## src/rtl/nd_int_pkg.sv

```systemverilog
// Shared NORD-10/S interrupt definitions:
// responder state encoding, level base and widths.
package nd_int_pkg;

  typedef enum logic [1:0] {
    ST_IDLE = 2'd0,
    ST_PEND = 2'd1,
    ST_ACK  = 2'd2
  } state_e;

  localparam int LVL_BASE = 10;
  localparam int CODE_W   = 9;
  localparam int BUS_W    = 16;
  localparam int CNT_W    = 4;

endpackage

```

## src/rtl/ident_chain_gate.sv

```systemverilog
// Daisy-chain gate: PRI_OUT pass/block and IDENT claim decode.
// pri_in/out chain, ident_req/lvl strobe, pend/ack state in, claim out.
module ident_chain_gate #(
  parameter logic [1:0] LVL_IDX = 2'd3
) (
  input  logic       pri_in,
  input  logic       ident_req,
  input  logic [1:0] ident_lvl,
  input  logic       pend,
  input  logic       ack,
  output logic       pri_out,
  output logic       claim
);

  logic lvl_hit;

  assign lvl_hit = (ident_lvl == LVL_IDX);

  // Blocked while pending on the identified level or acking.
  assign pri_out = pri_in & ~(pend & lvl_hit) & ~ack;

  assign claim = ident_req & lvl_hit & pri_in & pend;

endmodule

```

## src/rtl/ident_resp.sv

```systemverilog
// Interrupt requester / IDENT responder for levels 10-13.
// Ports: clk, MCL (async reset), INT_SET/CLR, IDENT_REQ/LVL,
//   PRI_IN/OUT chain, IREQ[3:0], IDENT_ACK, IB_ut[15:0].
module ident_resp
  import nd_int_pkg::*;
#(
  parameter int         LEVEL      = 13,
  parameter logic [8:0] IDENT_CODE = 9'o001,
  parameter int         HOLD       = 2
) (
  input  logic        clk,
  input  logic        MCL,
  input  logic        INT_SET,
  input  logic        INT_CLR,
  input  logic        IDENT_REQ,
  input  logic [1:0]  IDENT_LVL,
  input  logic        PRI_IN,
  output logic        PRI_OUT,
  output logic [3:0]  IREQ,
  output logic        IDENT_ACK,
  output logic [15:0] IB_ut
);

  if (LEVEL < 10 || LEVEL > 13) begin : g_bad_level
    $error("ident_resp: LEVEL must be 10..13");
  end
  if (HOLD < 1 || HOLD > 15) begin : g_bad_hold
    $error("ident_resp: HOLD must be 1..15");
  end

  localparam logic [1:0] LVL_IDX = 2'(LEVEL - LVL_BASE);
  localparam logic [CNT_W-1:0] HOLD_M1 = CNT_W'(HOLD - 1);

  state_e           state_q, state_d;
  logic [CNT_W-1:0] cnt_q, cnt_d;
  logic             rearm_q, rearm_d;
  logic [3:0]       ireq_q, ireq_d;
  logic             ack_q, ack_d;
  logic [BUS_W-1:0] ib_q, ib_d;

  logic claim;
  logic rearm_nx;

  ident_chain_gate #(
    .LVL_IDX(LVL_IDX)
  ) u_gate (
    .pri_in   (PRI_IN),
    .ident_req(IDENT_REQ),
    .ident_lvl(IDENT_LVL),
    .pend     (state_q == ST_PEND),
    .ack      (state_q == ST_ACK),
    .pri_out  (PRI_OUT),
    .claim    (claim)
  );

  // Clear beats set when both land in one ack cycle.
  assign rearm_nx = (rearm_q | INT_SET) & ~INT_CLR;

  always_ff @(posedge clk or posedge MCL) begin
    if (MCL) begin
      state_q <= ST_IDLE;
      cnt_q   <= '0;
      rearm_q <= 1'b0;
      ireq_q  <= '0;
      ack_q   <= 1'b0;
      ib_q    <= '0;
    end else begin
      state_q <= state_d;
      cnt_q   <= cnt_d;
      rearm_q <= rearm_d;
      ireq_q  <= ireq_d;
      ack_q   <= ack_d;
      ib_q    <= ib_d;
    end
  end

  always_comb begin
    state_d = state_q;
    cnt_d   = cnt_q;
    rearm_d = rearm_q;
    unique case (state_q)
      ST_IDLE: begin
        if (INT_SET && !INT_CLR) state_d = ST_PEND;
      end
      ST_PEND: begin
        if (claim) begin
          state_d = ST_ACK;
          cnt_d   = HOLD_M1;
          rearm_d = 1'b0;
        end else if (INT_CLR) begin
          state_d = ST_IDLE;
        end
      end
      ST_ACK: begin
        // A set in the last ack cycle still rearms.
        if (cnt_q == '0) begin
          state_d = rearm_nx ? ST_PEND : ST_IDLE;
          rearm_d = 1'b0;
        end else begin
          cnt_d   = cnt_q - CNT_W'(1);
          rearm_d = rearm_nx;
        end
      end
      default: state_d = ST_IDLE;
    endcase
  end

  // Outputs registered off the next state.
  always_comb begin
    ireq_d = '0;
    ack_d  = 1'b0;
    ib_d   = '0;
    unique case (1'b1)
      (state_d == ST_PEND): ireq_d = 4'b0001 << LVL_IDX;
      (state_d == ST_ACK): begin
        ack_d = 1'b1;
        ib_d  = {{(BUS_W - CODE_W){1'b0}}, IDENT_CODE};
      end
      default: ;
    endcase
  end

  assign IREQ      = ireq_q;
  assign IDENT_ACK = ack_q;
  assign IB_ut     = ib_q;

endmodule
```

## config.mk

```make
export PLATFORM = sky130hd
export DESIGN_NAME = ident_resp
export DESIGN_NICKNAME = d
export VERILOG_FILES = /design/src/rtl/nd_int_pkg.sv /design/src/rtl/ident_chain_gate.sv /design/src/rtl/ident_resp.sv
export SDC_FILE = /design/constraint.sdc
export NUM_CORES = 1
export LEC_CHECK = 0
export ABC_AREA = 1
export BUFFER_PORTS_ARGS = -buffer_cell sky130_fd_sc_hd__clkbuf_2
export CAP_MARGIN = 30
export CORE_MARGIN = 2
export CORE_UTILIZATION = 40
export CTS_BUF_LIST = sky130_fd_sc_hd__clkbuf_16
export CTS_CLUSTER_SIZE = 24
export DETAILED_ROUTE_END_ITERATION = 8
export PLACE_DENSITY = 0.67
export SLEW_MARGIN = 10
export SYNTH_ARGS = -nofsm -noshare
export SYNTH_HDL_FRONTEND = slang
export SYNTH_SLANG_ARGS = --single-unit
```

## constraint.sdc

```tcl
create_clock -name clk -period 1.9 [get_ports clk]
set_input_delay 0.19 -clock clk [delete_from_list [all_inputs] [get_ports clk]]
set_output_delay 0.19 -clock clk [all_outputs]
set_load 0.05 [all_outputs]
```

# [Word level (Yosys, flattened, before mapping)]
# Index checks and enable logic that the tools add are counted.
[totals] ff_bits=28 input_bits=8 out_inout_bits=22 elab_cells=47
[classes] add_sub_neg=1 n_eq_ne=7 n_mux=15 bitwise_logic=11 reduce_logical=7
[ops] op="$mux W4" count=3
[ops] op="$mux W2" count=4
[ops] op="$pmux W4 S2" count=1
[ops] op="$and A1 B1 Y1" count=7
[ops] op="$eq A2 B2 Y1 const B" count=3
[ops] op="$pmux W2 S3" count=1
[ops] op="$mux W1" count=5
[ops] op="$eq A2 B1 Y1 const B" count=2
[ops] op="$logic_not A4 Y1" count=1
[ops] op="$ne A2 B2 Y1 const B" count=2
[ops] op="$sub A4 B1 Y4 const B" count=1
[ops] op="$not A1 Y1" count=3
[ops] op="$reduce_and A3 Y1" count=1
[ops] op="$logic_not A2 Y1" count=1
[ops] op="$pmux W1 S2" count=1
[ops] op="$reduce_and A2 Y1" count=1
[ops] op="$reduce_bool A2 Y1" count=1
[ops] op="$logic_and A1 B1 Y1" count=1
[ops] op="$logic_not A1 Y1" count=1
[ops] op="$or A1 B1 Y1" count=1

# [Longest topological paths before layout]
# Gate-level depths: netlist (run 1).
[logic_depth] word_depth=8 mapped_depth=8 mapped_depth_nobuf=8

# [Hierarchy]
# A second synthesis (run 1) with hierarchy kept.
[unflattened] cells_unflattened=84 hier_area_um2=665.6
[modules_own_cells] mod="ident_resp" n_inst=1 cells_per_inst=77 area_each_um2=630.6 seq_area_each_um2=225.2
[modules_own_cells] mod="ident_chain_gate" n_inst=1 cells_per_inst=7 area_each_um2=35.0 seq_area_each_um2=0.0

# [Worst setup path after synthesis (run 1)]
# Ideal clock, no wire load.
[synth_path] path_type="reg2out" from="register state_q[1]" to="output PRI_OUT" arrival_ns=1.373 t_required_ns=1.710 path_slack_ns=0.337 path_stages_with_launch=4 path_buffers=0 cell_sequence="dfrtp_1 nand2_2 nand2_1 a31oi_1"
[synth_via] elab_chain_cells=5 elab_cells_between_ends=7 cone_classes="2 x eq/ne; 5 x bitwise"
[synth_rtl] element="from (decl)" line="ident_resp.sv:34" source="state_e state_q, state_d;"
[synth_rtl] element="from (signal assigned)" line="ident_resp.sv:68" source="state_q <= state_d;"
[synth_rtl] element="$eq A2 B1 Y1" line="ident_resp.sv:50" source=".pend (state_q == ST_PEND),"
[synth_rtl] element="$and A1 B1 Y1" line="ident_chain_gate.sv:20" source="assign pri_out = pri_in & ~(pend & lvl_hit) & ~ack;"
[synth_rtl] element="$not A1 Y1" line="ident_chain_gate.sv:20"
[synth_rtl] element="$and A1 B1 Y1" line="ident_chain_gate.sv:20"
[synth_rtl] element="$and A1 B1 Y1 *" line="ident_chain_gate.sv:20"
[synth_rtl] element="to (decl)" line="ident_resp.sv:18" source="output logic PRI_OUT,"
# Every way passes the cells marked *; elsewhere a longest branch is shown, timed or not.

# [Worst setup path in the final report (run 1)]
# Same ends and word-level chain as after synthesis.

==> results.md, run 1 <==
| Result | This run |
| --- | --- |
| Outcome | complete, no violations |
| Last weighted congestion value of the routability-driven placer | 0.740 |
| Slowest stage cell on the critical path | sky130_fd_sc_hd__dfrtp_1 |
| Hold endpoint | rearm_q |
| Global-route layer with the greatest usage | met2 |
| Class of the most critical setup path | reg -> out |
| Total half-perimeter wirelength after legalization and detailed placement | 771 um |
| Area overhead of the layout relative to synthesis | 13.6% |
| Post-Synth Adder-Cell Area | 2.00% |
| Main combinational cell family by area after synthesis | buffers and inverters |
| Launch point of the worst reg-to-reg path | cnt_q[0] |
| Number of storage elements in the synthesis netlist | 9 |
| Met1 capacity usage during global routing | 12.8% |
| Type of destination of the critical path | output pin |
| Slack of the worst reg-to-reg path | 0.60 ns |
| Number of DRC markers after the initial detailed-route iteration | 4 |
| Sequential element share of the synthesized area | 36.1% |
| Fraction of met3 tracks used by global routing | 6.25% |
| Number of remaining DRC errors | 0 |
| Antenna diode count | 0 |
| Share of the synthesized netlist area taken by xor and xnor gates | 0% |
| Largest cells by area after synthesis | sky130_fd_sc_hd__dfrtp_1 (36%), sky130_fd_sc_hd__buf_4 (23%), sky130_fd_sc_hd__nand2_1 (11%) |
| Congestion Overflow GR | 0 |
| Clock sink count | 9 |
| Portion of the clock cycle consumed by the worst path in the final layout | 77.1% |
| Register area | 225 um2 |
| Fraction of synthesized area in multiplexers | 0% |
| Power share of the clock group | 44.9% |
| Maximum number of pins on one net before global-route repair | 10 |
| Hold path cells | 4 |
| Overall global routing resource usage | 11.4% |
| Warning count from the yosys run | 0 |
| Number of H-tree branching levels | 1 |
| Layout fillers | 132 |
| Maximum capacitance violations | 0 |
| Drt total wl | 943 um |
| First-pass GRT wire length | 1460 um |
| Worst-Skew Late Latency | 0.23 ns |
| Floorplan die area | 1890 um2 |
| Utilization after layout | 47.6% |
| Horizontal die dimension | 43.5 um |
| Shortest period the worst path allows | 1.47 ns |
| Synth cell types | 18 |
| Post-CTS Setup Inserts | 0 |
| Hold Vio Cnt, Final | 0 |
| Category of cells accounting for the largest share of critical-path delay | flip-flops |
| Internal cell power | 0.000537 W |
| Number of rows created at floorplan | 14 |
| Clock-pin slew on the worst setup and hold paths | 0.04 ns |
| RSZ-0062 raised after global routing | false |
| Element type at the critical path start | flip-flop |
| Largest stage delay on the critical path | 0.39 ns |
| Largest vdd supply drop | 0.651 mV |
| Cells after Synth | 82 |
| Share of final-layout standard cells stronger than drive strength 1 | 22.9% |
| Boundary Pins | 30 |
| Worst R2R Path Depth | 7 |
| Number of buffers and inverters on the critical path | 1 |
| Series of cell instances along the critical path | nand2_2, nand2_1, a31oi_1, clkbuf_2 |
| Met2 track demand over resource | 14.9% |
| Total area of multi-input combinational cells | 287 um2 |
| Number of port buffers | 11 |
| Antenna violations before repair | 0 |
| CTS root buf | sky130_fd_sc_hd__clkbuf_16 |
| Clock buffers created by TritonCTS | 3 |
| Avg Synthesized Cell Area | 7.61 um2 |
| Cell taking the most area after synthesis | sky130_fd_sc_hd__dfrtp_1 |
| Post-detailed-route count of antenna-violating nets | 0 |
| Area inside the core boundary | 1490 um2 |
| Data required, critical path | 1.71 ns |
| Setup TNS | 0 ns |
| Data arrival time of the critical path | 1.28 ns |
| Commonest non-fill, non-tap cells in the layout | sky130_fd_sc_hd__nand2_1 (18), sky130_fd_sc_hd__conb_1 (18), sky130_fd_sc_hd__clkbuf_2 (11) |
| Logic pwr share | 27.9% |
| Power share of the sequential group | 27.2% |
| Net load switching power | 0.000275 W |
| Starting density of the core | 41.9% |
| Total count of max-transition violations in the final report | 0 |
| Area fraction in compound gates after synthesis | 7.01% |
| Worst clock skew | 0.000933 ns |
| CTS tree | built |
| Via count of the first global-routing pass | 363 |
| Reg-to-Reg End | cnt_q[0] |
| Power per Cell Area | 1140 nW/um2 |
| Net Sw Frac | 33.9% |
| Setup-failing EPs final | 0 |
| Highest clock frequency the design can meet | 0.682 GHz |
| Simple-gate portion of the synthesized area | 26.1% |
| Die boundary height | 43.5 um |
| Standby leakage power | 0.422 nW |
| Final net count | 106 |
| Number of buffers on the longest clock path | 2 |
| Via density per instance | 4.22 |
| DR pass1 iterations | 4 |
| Area share of the leading cell type in the synthesized netlist | 36.1% |
| DR WL/cell | 8.42 um |
| Hold/Removal Path Class | in -> reg |
| Crit-path max FO | 7 |
| Number of vias in the routed layout | 473 |
| Launch instance of the worst min-delay path | INT_CLR |
| Syn Std Cell Area | 624 um2 |
per-layer routing:
layer	vias to the layer above	routed length (um)
li1	247	-
met1	207	413
met2	15	431
met3	4	62
met4	0	36
met5	-	0
repair_timing:
item / in CTS / in global routing
hold buffers: 1 / 0
endpoints found under the hold margin: 9 / 0
gates resized for setup: 0 / 0
cell families after synthesis:
| kind of cell | count (synthesis) |
|---|---|
| simple gates | 35 |
| buf+inv | 28 |
| flops | 9 |
| compound gates | 8 |
| fa+ha+maj | 1 |
| other cells | 1 |
cell usage after synthesis, drive strengths merged:
cell type / instances
a21oi: 1
o21ai: 4
buf: 19
nand2: 22
o22ai: 2
a31oi: 1
nor3: 1
nor2: 8
dfrtp: 9
ha: 1
nand3: 4
inv: 9
conb: 1
worst max path at each step:
stage               start  endpoint  slack (ns)  cells past startpoint
2_1_floorplan  state_q[1]   PRI_OUT        0.34                      3
3_3_place_gp     cnt_q[0]  cnt_q[0]        0.61                      7
3_5_place_dp     cnt_q[0]  cnt_q[0]        0.61                      7
4_1_cts        state_q[1]   PRI_OUT        0.43                      4
5_1_grt        state_q[1]   PRI_OUT        0.31                      4
6_report       state_q[1]   PRI_OUT        0.43                      4
power by group through the flow:
| stage | logic (W) | registers (W) | clock network (W) |
|---|---|---|---|
| after detailed placement | 0.000225 | 0.000223 | 0 |
| after CTS | 0.000227 | 0.000221 | 0.000371 |
| after global placement | 0.000225 | 0.000223 | 0 |
| after floorplan | 0.000218 | 0.000230 | 0 |
| after global routing | 0.000252 | 0.000222 | 0.000384 |
| final | 0.000226 | 0.000221 | 0.000365 |
sequential cells by signal (all words and copies together) (netlist names):
name	cells
cnt_q	4
state_q	2
rearm_q	1
IB_ut	1
IREQ	1
per-stage QoR:
step                      power [W]  std cells  instance area, um2  setup WS [ns]  hold slack [ns]
after floorplan            0.000448         99                 688          0.337           0.0179
after global placement     0.000448        107                 621          0.609            0.149
after detailed placement   0.000448        107                 621          0.615            0.155
after CTS                  0.000818        112                 709          0.430            0.255
after global routing       0.000858        112                 709          0.308            0.303
final                      0.000812        112                 709          0.434            0.255
final cells by class:
type	count	area share, %
multi-input combinational	62	40.4
clock inverter	1	0.529
clock buffer	3	10.6
tap	16	2.82
timing repair buffer	12	9.17
sequential	9	31.7
inverter	9	4.76
worst register-to-register path, cell delays in order (launching register included):
cell and delay (ns):
sky130_fd_sc_hd__dfrtp_1 0.37, sky130_fd_sc_hd__inv_1 0.11, sky130_fd_sc_hd__ha_1 0.22, sky130_fd_sc_hd__nand3_2 0.15
sky130_fd_sc_hd__nand2_4 0.10, sky130_fd_sc_hd__nand2_4 0.08, sky130_fd_sc_hd__o21ai_1 0.10, sky130_fd_sc_hd__nand2_1 0.07
No activity file was read; power rests on OpenSTA's default activity.
==> run 2, diff against run 1 <==
- PLACE_DENSITY: 0.67 -> 0.7
- clock period: 1.9 -> 1.2 ns (I/O delays scaled with it)
==> run 2 against run 1 <==
The flow now finishes with violations (setup timing). Sequential power grew 61%. Die area unchanged. Highest routed layer unchanged. Combinational power is 120% higher. Largest power group unchanged. Power rose by 74%. Critical path type unchanged. Via count rose by 7.6%. Critical path depth decreased by 1. Register-to-register slack got worse by 0.55 ns.
==> results.md, run 2 (synthesized netlist as in run 1, its figures left out) <==
| Result | This run |
| --- | --- |
| Utilization after layout | 55.3% |
| Total half-perimeter wirelength after legalization and detailed placement | 812 um |
| Data arrival time of the critical path | 1.11 ns |
| Final net count | 112 |
| Clock sink count | 9 |
| Register with the most flip-flops | cnt_q |
| Maximum number of pins on one net before global-route repair | 10 |
| Setup-failing EPs final | 1 |
| Power per Cell Area | 1720 nW/um2 |
| Maximum capacitance violations | 0 |
| Top flop regs | cnt_q x4, state_q x2 |
| DR WL/cell | 9.46 um |
| CTS root buf | sky130_fd_sc_hd__clkbuf_16 |
| Horizontal die dimension | 43.5 um |
| Flip-flop count of the largest register, all copies and words added | 4 |
| Via count of the first global-routing pass | 433 |
| Area inside the core boundary | 1490 um2 |
| Highest clock frequency the design can meet | 0.814 GHz |
| Worst setup slack after layout | -0.0280 ns |
| Final hold slack | 0.181 ns |
| Via density per instance | 4.31 |
| Area overhead of the layout relative to synthesis | 31.9% |
| Starting density of the core | 41.9% |
| Violated checks | setup timing |
| Type of destination of the critical path | output pin |
| Number of vias in the routed layout | 509 |
| Worst-Skew Late Latency | 0.23 ns |
| Setup TNS | -0.0280 ns |
| First-pass GRT wire length | 1650 um |
| Worst clock skew | 0.000685 ns |
| Number of buffers on the longest clock path | 2 |
| Number of remaining DRC errors | 0 |
| Commonest non-fill, non-tap cells in the layout | sky130_fd_sc_hd__conb_1 (18), sky130_fd_sc_hd__nand2_1 (17), sky130_fd_sc_hd__clkbuf_2 (10) |
| Element type at the critical path start | flip-flop |
| Hold Vio Cnt, Final | 0 |
| Boundary Pins | 30 |
| Most common cell after layout, fill and taps aside | sky130_fd_sc_hd__conb_1 |
| Portion of the clock cycle consumed by the worst path in the final layout | 102% |
| Antenna diode count | 0 |
| Post-detailed-route count of antenna-violating nets | 0 |
| Outcome | finished with violations |
| Number of DRC markers after the initial detailed-route iteration | 8 |
| Hold/Removal Path Class | in -> reg |
| Drt total wl | 1120 um |
| Number of port buffers | 11 |
| RSZ-0062 raised after global routing | true |
| Share of final-layout standard cells stronger than drive strength 1 | 35.3% |
| Crit-path max FO | 3 |
| Clock-pin slew on the worst setup and hold paths | 0.04 ns |
| Last weighted congestion value of the routability-driven placer | 0.791 |
| Total count of max-transition violations in the final report | 0 |
| Shortest period the worst path allows | 1.23 ns |
| Die boundary height | 43.5 um |
| Number of rows created at floorplan | 14 |
| CTS tree | built |
| Floorplan die area | 1890 um2 |
| Largest vdd supply drop | 1.59 mV |
| Class of the most critical setup path | reg -> out |
| Standby leakage power | 0.457 nW |
| DR pass1 iterations | 4 |
| Clock buffers created by TritonCTS | 3 |
| Data required, critical path | 1.08 ns |
| Number of H-tree branching levels | 1 |
| Overall global routing resource usage | 12.4% |
| Congestion Overflow GR | 0 |
| Antenna violations before repair | 0 |
## run 2: worst max-delay path, cell delays in order, from the launching register on
cell and delay, ns:
sky130_fd_sc_hd__dfrtp_1 0.40, sky130_fd_sc_hd__nor2_2 0.20, sky130_fd_sc_hd__a31oi_4 0.11, sky130_fd_sc_hd__buf_8 0.16
## run 2: area by class of cell
cell class,count,area [um2]
fillers,139,666
inverters,9,36.3
multi-input cells,62,343
repair buffers,18,120
clock inverters,1,3.75
flip-flops and latches,9,225
clock buffers,3,75.1
well taps,16,20.0
## run 2: layer usage
layer	share of wire [%]	wire, um	GRT usage (%)	vias up
met1	42	467	14.0	225
met2	50	559	18.8	20
met5	0	0	0	-
li1	-	-	-	262
met4	0.90	10	5.45	0
met3	7.1	79	7.50	2
## run 2: repair_timing
item / 4_1_cts / 5_1_grt
setup buffers: 1 / 2
pin swaps: 2 / 3
setup endpoints to repair: 6 / 8
endpoints found under the hold margin: 9 / 0
hold buffers: 1 / 0
gates cloned: 0 / 0
resized for setup: 6 / 8
## run 2: where the power goes
| part | switching [W] | internal [W] | leakage (nW) |
|---|---|---|---|
| combinational | 0.000323 | 0.000168 | 0.295 |
| sequential | 0.0000200 | 0.000335 | 0.120 |
| clock | 0.000132 | 0.000434 | 0.0423 |
## run 2: final timing paths
kind / from / end / slack [ns] / depth (start not counted)
max: state_q[1] / PRI_OUT / -0.03 / 3
max reg2reg: state_q[0] / cnt_q[3] / 0.05 / 9
max in group asynchronous: MCL / cnt_q[1] / 0.56 / 3
min reg2reg: cnt_q[0] / cnt_q[0] / 0.50 / 2
min in group asynchronous: MCL / IREQ[3] / 0.39 / 3
min: INT_CLR / rearm_q / 0.18 / 4
## run 2: stage by stage
stage | cell area, um2 | total power (W) | setup slack (ns) | std cells
after floorplan | 703 | 0.000714 | 0.0328 | 99
after global placement | 658 | 0.000758 | 0.0479 | 110
after detailed placement | 658 | 0.000769 | 0.00170 | 110
after CTS | 781 | 0.00138 | -0.0435 | 116
after global routing | 823 | 0.00149 | -0.0443 | 118
final | 823 | 0.00141 | -0.0280 | 118
==> run 3, diff against run 2 <==
- clock period: 1.2 -> 1 ns (I/O delays scaled with it)
==> run 3 against run 2 <==
The run still ends with setup timing left. Critical path type unchanged. Via count is 1.6% higher. Setup slack got worse by 0.18 ns. Largest power group unchanged. Flip-flop and latch count did not move.
==> results.md, run 3 (synthesized netlist as in run 1, its figures left out) <==
| Result | This run |
| --- | --- |
| Boundary Pins | 30 |
| Slowest stage cell on the critical path | sky130_fd_sc_hd__dfrtp_1 |
| Antenna diode count | 0 |
| DR pass1 iterations | 4 |
| Data arrival time of the critical path | 1.11 ns |
| Slack of the worst reg-to-reg path | -0.17 ns |
| RSZ-0062 raised after global routing | true |
| Largest vdd supply drop | 1.06 mV |
| Outcome | finished with violations |
| Fraction of met3 tracks used by global routing | 7.50% |
| Global-route layer with the greatest usage | met2 |
| Clock buffers created by TritonCTS | 3 |
| Standby leakage power | 0.494 nW |
| Die boundary height | 43.5 um |
| Power per Cell Area | 2000 nW/um2 |
| Crit-path max FO | 3 |
| Portion of the clock cycle consumed by the worst path in the final layout | 121% |
| Via count of the first global-routing pass | 458 |
| DR WL/cell | 9.80 um |
| Overall global routing resource usage | 14.2% |
| Commonest non-fill, non-tap cells in the layout | sky130_fd_sc_hd__conb_1 (18), sky130_fd_sc_hd__nand2_1 (14), sky130_fd_sc_hd__clkbuf_2 (10) |
| Series of cell instances along the critical path | nor2_2, a31oi_4, buf_8 |
| Top flop regs | cnt_q x4, state_q x2 |
| Shortest period the worst path allows | 1.21 ns |
| Total half-perimeter wirelength after legalization and detailed placement | 782 um |
| Number of remaining DRC errors | 0 |
| Total count of max-transition violations in the final report | 0 |
| Class of the most critical setup path | reg -> out |
| Hold/Removal Path Class | in -> reg |
| Type of destination of the critical path | output pin |
| CTS tree | built |
| Number of buffers on the longest clock path | 2 |
| Element type at the critical path start | flip-flop |
| Highest clock frequency the design can meet | 0.828 GHz |
| Floorplan die area | 1890 um2 |
| Number of port buffers | 11 |
| Maximum capacitance violations | 0 |
| Largest stage delay on the critical path | 0.40 ns |
| Clock sink count | 9 |
| Starting density of the core | 41.9% |
| Register with the most flip-flops | cnt_q |
| Worst clock skew | 0.00156 ns |
| CTS root buf | sky130_fd_sc_hd__clkbuf_16 |
| Most common cell after layout, fill and taps aside | sky130_fd_sc_hd__conb_1 |
| Flip-flop count of the largest register, all copies and words added | 4 |
| Hold Vio Cnt, Final | 0 |
| Clock-pin slew on the worst setup and hold paths | 0.04 ns |
| Total power draw | 0.00181 W |
| Share of final-layout standard cells stronger than drive strength 1 | 45.4% |
| Number of rows created at floorplan | 14 |
| Number of vias in the routed layout | 517 |
| Maximum number of pins on one net before global-route repair | 10 |
| Violated checks | setup timing |
| Worst setup slack after layout | -0.207 ns |
| Number of H-tree branching levels | 1 |
| Setup TNS | -1.02 ns |
| Final net count | 118 |
| Horizontal die dimension | 43.5 um |
| Worst-Skew Late Latency | 0.24 ns |
| Setup-failing EPs final | 9 |
| Last weighted congestion value of the routability-driven placer | 0.779 |
| Area inside the core boundary | 1490 um2 |
| Met1 capacity usage during global routing | 16.2% |
| Via density per instance | 4.17 |
| Post-detailed-route count of antenna-violating nets | 0 |
| Area overhead of the layout relative to synthesis | 45.3% |
| Met2 track demand over resource | 20.6% |
| First-pass GRT wire length | 1840 um |
| Data required, critical path | 0.90 ns |
| Congestion Overflow GR | 0 |
| Number of DRC markers after the initial detailed-route iteration | 6 |
| Antenna violations before repair | 0 |
| Drt total wl | 1220 um |
==> run 3: cell count changes in the layout (fill, tap and decap cells not counted), sizes merged <==
cell,change
buf,+6
==> run 3: repair_timing <==
action,CTS,global route
setup endpoints to repair,5,10
endpoints found under the hold margin,9,0
pin swaps,3,5
gates resized for setup,5,12
gates cloned,0,0
hold buffers,1,0
buffers inserted,5,2
==> run 3: layout make-up <==
class | instances | area (um2)
Sequential cell | 9 | 225
Inverter | 9 | 36.3
Timing Repair Buffer | 24 | 176
Tap cell | 16 | 20.0
Clock inverter | 1 | 3.75
Fill cell | 115 | 582
Multi-Input combinational cell | 62 | 370
Clock buffer | 3 | 75.1
==> run 3: per-layer routing <==
metal | vias up | routed length [um]
met5 | - | 0
met4 | 0 | 34
met3 | 5 | 68
met2 | 19 | 612
met1 | 226 | 499
li1 | 267 | -
==> run 3: where the power goes <==
part           leakage, nW  total, W  internal (W)  switching, W
registers            0.120  0.000423      0.000402     0.0000213
clock network       0.0423  0.000700      0.000523      0.000178
logic                0.331  0.000688      0.000269      0.000419
total                0.494   0.00181       0.00119      0.000618
==> run 3: worst paths after layout <==
check                           start       end  depth (start not counted)
setup / recovery           state_q[1]   PRI_OUT                          3
hold / removal                INT_CLR   rearm_q                          4
hold reg to reg               rearm_q   rearm_q                          2
setup reg to reg           state_q[0]  cnt_q[0]                          9
min in group asynchronous         MCL   IREQ[3]                          3
max in group asynchronous         MCL   rearm_q                          3
==> run 3: metrics by stage <==
step / instances / instance area, um2 / hold slack, ns / utilization [%] / setup WS, ns
6_report: 124 / 907 / 0.165 / 60.9 / -0.207
5_1_grt: 124 / 907 / 0.186 / 60.9 / -0.275
4_1_cts: 122 / 843 / 0.162 / 56.6 / -0.232
3_5_place_dp: 112 / 698 / 0.0652 / 46.9 / -0.108
3_3_place_gp: 112 / 698 / 0.0569 / 46.9 / -0.0939
2_1_floorplan: 99 / 728 / -0.0721 / - / -0.0571
==> run 3: worst max-delay path, delay by kind of cell (launching register included) <==
| family | cells | cell delay, ns |
|---|---|---|
| flops | 1 | 0.40 |
| simple gates | 1 | 0.20 |
| buf+inv | 1 | 0.16 |
| compound gates | 1 | 0.11 |
